**src/rtl/serial_adder_ctrl.sv**
```systemverilog
// rtl/serial_adder_ctrl.sv - bit-serial adder controller built around a single one-bit full adder cell
// Operands are latched on start and consumed LSB first, one bit per cycle; result is published only on completion.

module full_adder (
  input  logic i_a,
  input  logic i_b,
  input  logic i_c,
  output logic o_s,
  output logic o_c
);
  assign o_s = i_a ^ i_b ^ i_c;
  assign o_c = (i_a & i_b) | (i_c & (i_a ^ i_b));
endmodule

module serial_adder_ctrl #(
  parameter int WIDTH = 8
) (
  input  logic             i_clk,
  input  logic             i_rst,
  input  logic             i_start,
  input  logic             i_abort,
  input  logic [WIDTH-1:0] i_a,
  input  logic [WIDTH-1:0] i_b,
  input  logic             i_cin,
  output logic             o_ready,
  output logic             o_busy,
  output logic             o_done,
  output logic [WIDTH-1:0] o_sum,
  output logic             o_cout
);

  localparam int CW = $clog2(WIDTH) + 1;
  localparam logic [CW-1:0] LAST_BIT = CW'(WIDTH - 1);

  typedef enum logic [1:0] {
    IDLE = 2'd0,
    ADD  = 2'd1,
    DONE = 2'd2
  } state_e;

  state_e           state_q, state_d;
  logic [WIDTH-1:0] a_q, a_d;
  logic [WIDTH-1:0] b_q, b_d;
  logic [WIDTH-1:0] res_q, res_d;
  logic [WIDTH-1:0] sum_q, sum_d;
  logic             carry_q, carry_d;
  logic             cout_q, cout_d;
  logic [CW-1:0]    cnt_q, cnt_d;

  logic fa_s;
  logic fa_c;

  full_adder u_fa (
    .i_a (a_q[0]),
    .i_b (b_q[0]),
    .i_c (carry_q),
    .o_s (fa_s),
    .o_c (fa_c)
  );

  always_comb begin
    state_d = state_q;
    a_d     = a_q;
    b_d     = b_q;
    res_d   = res_q;
    sum_d   = sum_q;
    carry_d = carry_q;
    cout_d  = cout_q;
    cnt_d   = cnt_q;

    case (state_q)
      IDLE: begin
        if (i_start && !i_abort) begin
          state_d = ADD;
          a_d     = i_a;
          b_d     = i_b;
          carry_d = i_cin;
          res_d   = '0;
          cnt_d   = '0;
        end
      end
      ADD: begin
        if (i_abort) begin
          state_d = IDLE;
        end else begin
          a_d     = a_q >> 1;
          b_d     = b_q >> 1;
          res_d   = {fa_s, res_q[WIDTH-1:1]};
          carry_d = fa_c;
          cnt_d   = cnt_q + 1'b1;
          // The visible result only changes here, so partial sums never leak out.
          if (cnt_q == LAST_BIT) begin
            state_d = DONE;
            sum_d   = {fa_s, res_q[WIDTH-1:1]};
            cout_d  = fa_c;
          end
        end
      end
      DONE: begin
        state_d = IDLE;
      end
      default: begin
        state_d = IDLE;
      end
    endcase
  end

  always_ff @(posedge i_clk) begin
    if (i_rst) begin
      state_q <= IDLE;
      a_q     <= '0;
      b_q     <= '0;
      res_q   <= '0;
      sum_q   <= '0;
      carry_q <= 1'b0;
      cout_q  <= 1'b0;
      cnt_q   <= '0;
    end else begin
      state_q <= state_d;
      a_q     <= a_d;
      b_q     <= b_d;
      res_q   <= res_d;
      sum_q   <= sum_d;
      carry_q <= carry_d;
      cout_q  <= cout_d;
      cnt_q   <= cnt_d;
    end
  end

  assign o_ready = (state_q == IDLE);
  assign o_busy  = (state_q == ADD);
  assign o_done  = (state_q == DONE);
  assign o_sum   = sum_q;
  assign o_cout  = cout_q;

endmodule
```
**config.mk**
```make
export PLATFORM = sky130hd
export DESIGN_NAME = serial_adder_ctrl
export DESIGN_NICKNAME = d
export VERILOG_FILES = /design/src/rtl/serial_adder_ctrl.sv
export SDC_FILE = /design/constraint.sdc
export NUM_CORES = 1
export LEC_CHECK = 0
export BUFFER_PORTS_ARGS = -buffer_cell sky130_fd_sc_hd__buf_2
export CAP_MARGIN = 30
export CORE_MARGIN = 10
export CORE_UTILIZATION = 56
export CTS_BUF_LIST = sky130_fd_sc_hd__clkbuf_8
export CTS_CLUSTER_SIZE = 28
export DETAILED_ROUTE_END_ITERATION = 16
export HOLD_SLACK_MARGIN = 0.12
export PLACE_DENSITY = 0.82
export SYNTH_ARGS = -nofsm -noshare
export SYNTH_HDL_FRONTEND = slang
export SYNTH_HIERARCHICAL = 1
export SYNTH_SLANG_ARGS = --single-unit
```
**constraint.sdc**
```tcl
create_clock -name i_clk -period 1.8 [get_ports i_clk]
set_clock_uncertainty 0.15 [all_clocks]
set_input_delay 0.36 -clock i_clk [delete_from_list [all_inputs] [get_ports i_clk]]
set_output_delay 0.36 -clock i_clk [all_outputs]
set_load 0.1 [all_outputs]
```
==> results of run 1 <==
-- cell usage after synthesis (2+ instances only) --
master,n
dfxtp_1,39
nand2_1,32
a21oi_1,28
nand2b_1,19
a311oi_1,15
o21ai_0,11
clkbuf_1,9
mux2i_1,9
buf_2,8
nand4_1,8
nor2_1,5
nor4_1,2
o31ai_1,2
or2_2,2
or4_1,2
-- sequential cells by signal (all words and copies together) (netlist names) --
register  cells
cnt_q         4
res_q         7
carry_q       1
b_q           8
o_cout        1
a_q           8
o_sum         8
state_q       2
-- power groups by stage --
| stage | clock network, mW | logic [mW] | registers (mW) |
|---|---|---|---|
| finish | 0.759 | 0.201 | 0.910 |
| global route | 0.811 | 0.220 | 0.914 |
| CTS | 0.769 | 0.200 | 0.909 |
| detailed placement | 0 | 0.200 | 0.929 |
| global placement | 0 | 0.197 | 0.929 |
| floorplan | 0 | 0.135 | 0.925 |
-- routing by layer --
layer / global-route usage / vias up / wire length [um]
li1: - / 784 / -
met1: 0.178 / 710 / 1830
met2: 0.216 / 59 / 1750
met3: 0.0560 / 7 / 300
met4: 0.0474 / 0 / 51
met5: 0 / - / 0
-- final cells by class --
type,instances,area [um^2],area share
Timing Repair Buffer,43,285,0.136
Multi-Input combinational cell,144,865,0.412
Sequential cell,39,782,0.373
Clock inverter,2,35.0,0.0167
Tap cell,33,41.3,0.0197
Inverter,2,7.51,0.00358
Clock buffer,6,82.6,0.0394
-- worst max-delay path by stage --
stage | to | slack, ns | cells after the start
CTS | o_busy | 0.05 | 3
floorplan | a_q[1]$_SDFFE_PP0P_ | 0.03 | 6
finish | o_busy | 0.10 | 3
global placement | b_q[2]$_SDFFE_PP0P_ | 0.17 | 6
detailed placement | cnt_q[3]$_SDFFE_PP0P_ | 0.14 | 4
global route | o_busy | 0.04 | 3
-- critical path, stage by stage, from the launching register on --
cell,delay (ns)
dfxtp_1,0.35
nand2b_2,0.23
inv_2,0.12
buf_12,0.18
-- kinds of logic after synthesis --
family	Yosys count	synth area share
flops	39	0.452
mux	9	0.0521
simple gates	77	0.227
fa+ha+maj	2	0.0188
compound gates	56	0.198
buf+inv	21	0.0521
-- through the flow --
stage / utilization / std cells / area, um^2
global route: 0.699 / 269 / 2100
detailed placement: 0.658 / 261 / 1980
global placement: 0.658 / 261 / 1980
finish: 0.699 / 269 / 2100
CTS: 0.698 / 269 / 2090
floorplan: - / 204 / 1730
-- cell usage in the layout (no fill, tap or decap), types with 2 or more instances in the layout --
master / count
nand4_1: 8
o31ai_1: 2
nand2b_1: 18
nor2_1: 4
dfxtp_1: 38
a311oi_1: 15
mux2i_1: 9
nand2_1: 32
a21oi_1: 28
buf_2: 30
nor4_1: 2
buf_12: 3
or4_1: 2
o21ai_0: 11
or2_2: 2
clkbuf_8: 6
buf_4: 10
==> metrics.txt, run 1 <==
hpwl dp between 2 and 3 mm; Fillers 266; core area 3000 um^2; CP Launch Point state_q[1]$_SDFFE_PP0P_; Die ar. 5710 um^2; vias in the first global route 1378; Starting Density 0.575; Synth Instances 204; synthesized cell area 1730 um^2; 1st-iter DRT viols 124; cell taking the most area after synthesis dfxtp_1; Rel. slew slack 0.615; period utilisation layout 0.942; Clk Latency, worst-skew pair 0.29 ns; Hold Crit Class in2reg; placer congestion estimate approximately 0.77; max cap viols 0; total CTS buffers 5; hold_buf cts 0; initial antenna violation count 0; Reg2Reg Capture Point o_sum[6]$_SDFFE_PP0P_; Post-CTS Repair Setup Buffers 0; final wirelength roughly 4 mm; setup TNS 0 ns; top cell type's share of synthesized area 0.452; DR vias ~1600; r2r startpoint cnt_q[0]$_SDFFE_PP0P_; CTS tree yes; root buf cell clkbuf_8; Detailed Routing Iterations Pass 1 4; unrepaired setup endpoints after global routing false; Routed wire per std cell 14.6 um; Slew @ Worst Pin 0.578 ns; final setup margin 0.104 ns; num rows 20; min-delay src i_abort; CTS HTree Levels 2; Slew Viols, Final 0; ant diodes 0; Most used DFF post-synth dfxtp_1; Chip Height 75.5 um; Buffers on Ports 32; Static Leak 0.799 nW; Yosys warnings 6; Synth Area per Inst around 8.5 um^2; DRC errors left 0; sequential share of the synthesized area 0.452; pre-CTS WS between 0.1 and 0.15 ns; Unique masters post-synth 28; Post-synth ARST share 0; min Tclk post-route 1.70 ns; Startpoint Class register; dominant cells by area after synthesis dfxtp_1, a21oi_1, a311oi_1; final setup vio count 0; Yosys reg bits 39; Net count, final 258; syn nets 227; critical-path maximum fanout 6; global-route wire length before repair 6.28 mm; final hold vios 0; CP Class reg2out; status finished, final reports clean; largest net degree at the start of global routing 41; post-cts resize count 0; share of power burned in registers 0.487; Reg2Reg Depth 5; WHS Endpoint state_q[1]$_SDFFE_PP0P_; Internal 1.42 mW; hold slack 0.150 ns; Sw Ratio 0.239; Worst EP arrival ~1.2 ns; logic gate share of total power 0.107; Net Switching 0.448 mW; Post-synth EDFFs 0; Antenna Violating Nets Remaining 0; Tot Pwr 1.87 mW; Top Ports 33; Worst IR Drop VDD 0.000554 V; fraction of layout cells with a size suffix above 1 0.246; clock sinks 39; DIE WIDTH about 76 um; DR vias/cell 5.80; fmax slightly below 600 MHz; P per Cell Area between 800 and 900 nW/um^2; Critical Path End Type output port; Total GRT Usage 0.142; CTS max path bufs 2; flop-to-flop setup slack approximately 0.22 ns; WP data required 1.29 ns; Hold Path Cell Cnt 2; GR Overflow Total 0; clock-pin slew on the worst setup and hold paths ~0.07 ns; Clock power frac 0.406; area delta synth->final 21.4%
Note: power is estimated with default switching activity, not from simulation.
==> run 2, diff against run 1 <==
CAP_MARGIN = 20   (was 30)
CTS_BUF_LIST = sky130_fd_sc_hd__clkbuf_4   (was sky130_fd_sc_hd__clkbuf_8)
==> run 2 against run 1 <==
Effect of this change:
- sequential share of layout area decreased by 1.8 points
- sequential power about the same
- wire length increased by 6.3%
- via count increased by 5.3%
- die area unchanged
- cell count increased by 5.6%
- critical path type unchanged
==> metrics.txt, run 2 (same netlist as run 1, synthesis figures left out) <==
DIE WIDTH 75.5 um (unchanged); CP max stage cell dfxtp_2; total CTS buffers 5 (unchanged); vias in the first global route 1456 (+5.7%); Detailed Routing Iterations Pass 1 4 (unchanged); DR vias/cell 5.78 (-0.30%); global-route wire length before repair 6.77 mm (+7.8%); period utilisation layout 0.963 (+0.0206); leading cell type in the layout, fill and taps excluded dfxtp_1; placed cells 261 (unchanged); P per Cell Area 776 nW/um^2 (-13%); root buf cell clkbuf_4; 1st-iter DRT viols 159 (+28%); WL met2 1.94 mm (+11%); max cap viols 0 (unchanged); DR vias 1642 (+5.3%); area delta synth->final 28.0%; DRC errors left 0 (unchanged); Clock power frac 0.335 (-0.071); Die ar. 5710 um^2 (unchanged); unrepaired setup endpoints after global routing false; critical-path cell list nand2b_2, inv_4, buf_12; Net count, final 273 (+5.8%); final setup vio count 0 (unchanged); largest net degree at the start of global routing 41 (unchanged); Routed wire per std cell 14.7 um (+0.67%); Critical Path End Type output port; Internal 1.28 mW (-9.9%); CP peak stage delay 0.36 ns (about the same); Chip Height 75.5 um (unchanged); Starting Density 0.575 (unchanged); Hold Crit Class in2reg; Buffers on Ports 32 (unchanged); WP data required 1.29 ns (about the same); Clk Latency, worst-skew pair 0.35 ns (+0.06 ns); Total GRT Usage 0.152 (+0.0106); most frequent cells in the layout dfxtp_1, nand2_1, buf_2, a21oi_1, nand2b_1; CTS tree yes; fmax 577 MHz (-2.1%); Startpoint Class register; initial antenna violation count 0 (unchanged); status finished, final reports clean; share of power burned in registers 0.531 (+0.044); clock sinks 39 (unchanged); Sw Ratio 0.253 (+0.0137); Antenna Violating Nets Remaining 0 (unchanged); Worst IR Drop VDD 0.000494 V (-11%); Max Used Layer met4; CP top delay family flip-flops; GR Overflow Total 0 (unchanged); fraction of layout cells with a size suffix above 1 0.231 (-0.0147); Slew @ Worst Pin 0.587 ns (+0.00907 ns); clock-pin slew on the worst setup and hold paths 0.11 ns (+0.04 ns); hpwl dp 2.64 mm (unchanged); Top Ports 33 (unchanged); num rows 20 (unchanged); crit path buf inv count 2 (unchanged); Static Leak 0.844 nW (+5.5%); met3 WL 296 um (-1.3%); final std cells w/o fill 284 (+5.6%); M1 wire length 1.91 mm (+4.3%); CTS HTree Levels 2 (unchanged); Slew Viols, Final 0 (unchanged); core area 3000 um^2 (unchanged); final wirelength 4.18 mm (+6.3%); setup TNS 0 ns (unchanged); Rel. slew slack 0.609 (-0.00605); ant diodes 0 (unchanged); CP Class reg2out; Post-CTS Repair Setup Buffers 0 (unchanged); CTS max path bufs 2 (unchanged); Net Switching 0.434 mW (-3.0%); final hold vios 0 (unchanged); logic gate share of total power 0.134 (+0.027); Worst EP arrival 1.22 ns (+0.03 ns); critical-path maximum fanout 6 (unchanged); min Tclk post-route 1.73 ns (+0.0371 ns); placer congestion estimate 0.772 (unchanged); Fillers 237 (-11%)
[run 2: through the flow]
step           setup WS [ns]  utilization  instance area (um^2)  hold WS, ns  total power, mW
6_report              0.0669        0.736                  2210        0.135             1.72
5_1_grt              0.00108        0.736                  2210        0.120             1.80
3_3_place_gp           0.167        0.658                  1980        0.306             1.13
3_5_place_dp           0.136        0.658                  1980        0.309             1.13
2_1_floorplan         0.0328            -                  1730        0.289             1.06
4_1_cts               0.0213        0.725                  2180        0.121             1.72
[run 2: what timing repair did]
action                                 4_1_cts  5_1_grt
setup endpoints to repair                    1        2
endpoints found under the hold margin       12        3
cloned                                       0        0
hold buffers                                12        3
resized for setup                            2        2
pin swaps                                    0        0
[run 2: path summary, 6_finish.rpt]
| check | from | slack (ns) | depth (start not counted) | end |
|---|---|---|---|---|
| max reg2reg | cnt_q[0]$_SDFFE_PP0P_ | 0.20 | 5 | o_sum[6]$_SDFFE_PP0P_ |
| min reg2reg | res_q[1]$_SDFFE_PP0P_ | 0.32 | 2 | o_sum[0]$_SDFFE_PP0P_ |
| min | i_a[3] | 0.13 | 3 | a_q[3]$_SDFFE_PP0P_ |
| max | state_q[1]$_SDFFE_PP0P_ | 0.07 | 3 | o_busy |
[run 2: layout make-up]
cell class	instances	area [um^2]	share of cell area
inverter	2	10.0	0.00453
tap	33	41.3	0.0187
clock buffer	5	37.5	0.0170
sequential	39	783	0.354
clock inverter	3	38.8	0.0175
timing repair buffer	58	435	0.197
multi-input combinational	144	865	0.391
[run 2: power by group through the flow]
stage,combinational (mW),sequential (mW),clock [mW]
finish,0.230,0.911,0.575
global placement,0.197,0.929,0
CTS,0.220,0.910,0.586
detailed placement,0.200,0.929,0
global route,0.250,0.915,0.635
floorplan,0.135,0.925,0
[run 2: per-layer routing]
metal  GRT usage  vias to the layer above
li1            -                      820
met1       0.193                      768
met2       0.237                       49
met3      0.0560                        5
met4      0.0433                        0
met5           0                        -
[run 2: tightest hold or removal path, stage by stage]
cell and delay [ns]:
buf_2 0.10, nand2_1 0.05, a311oi_1 0.07
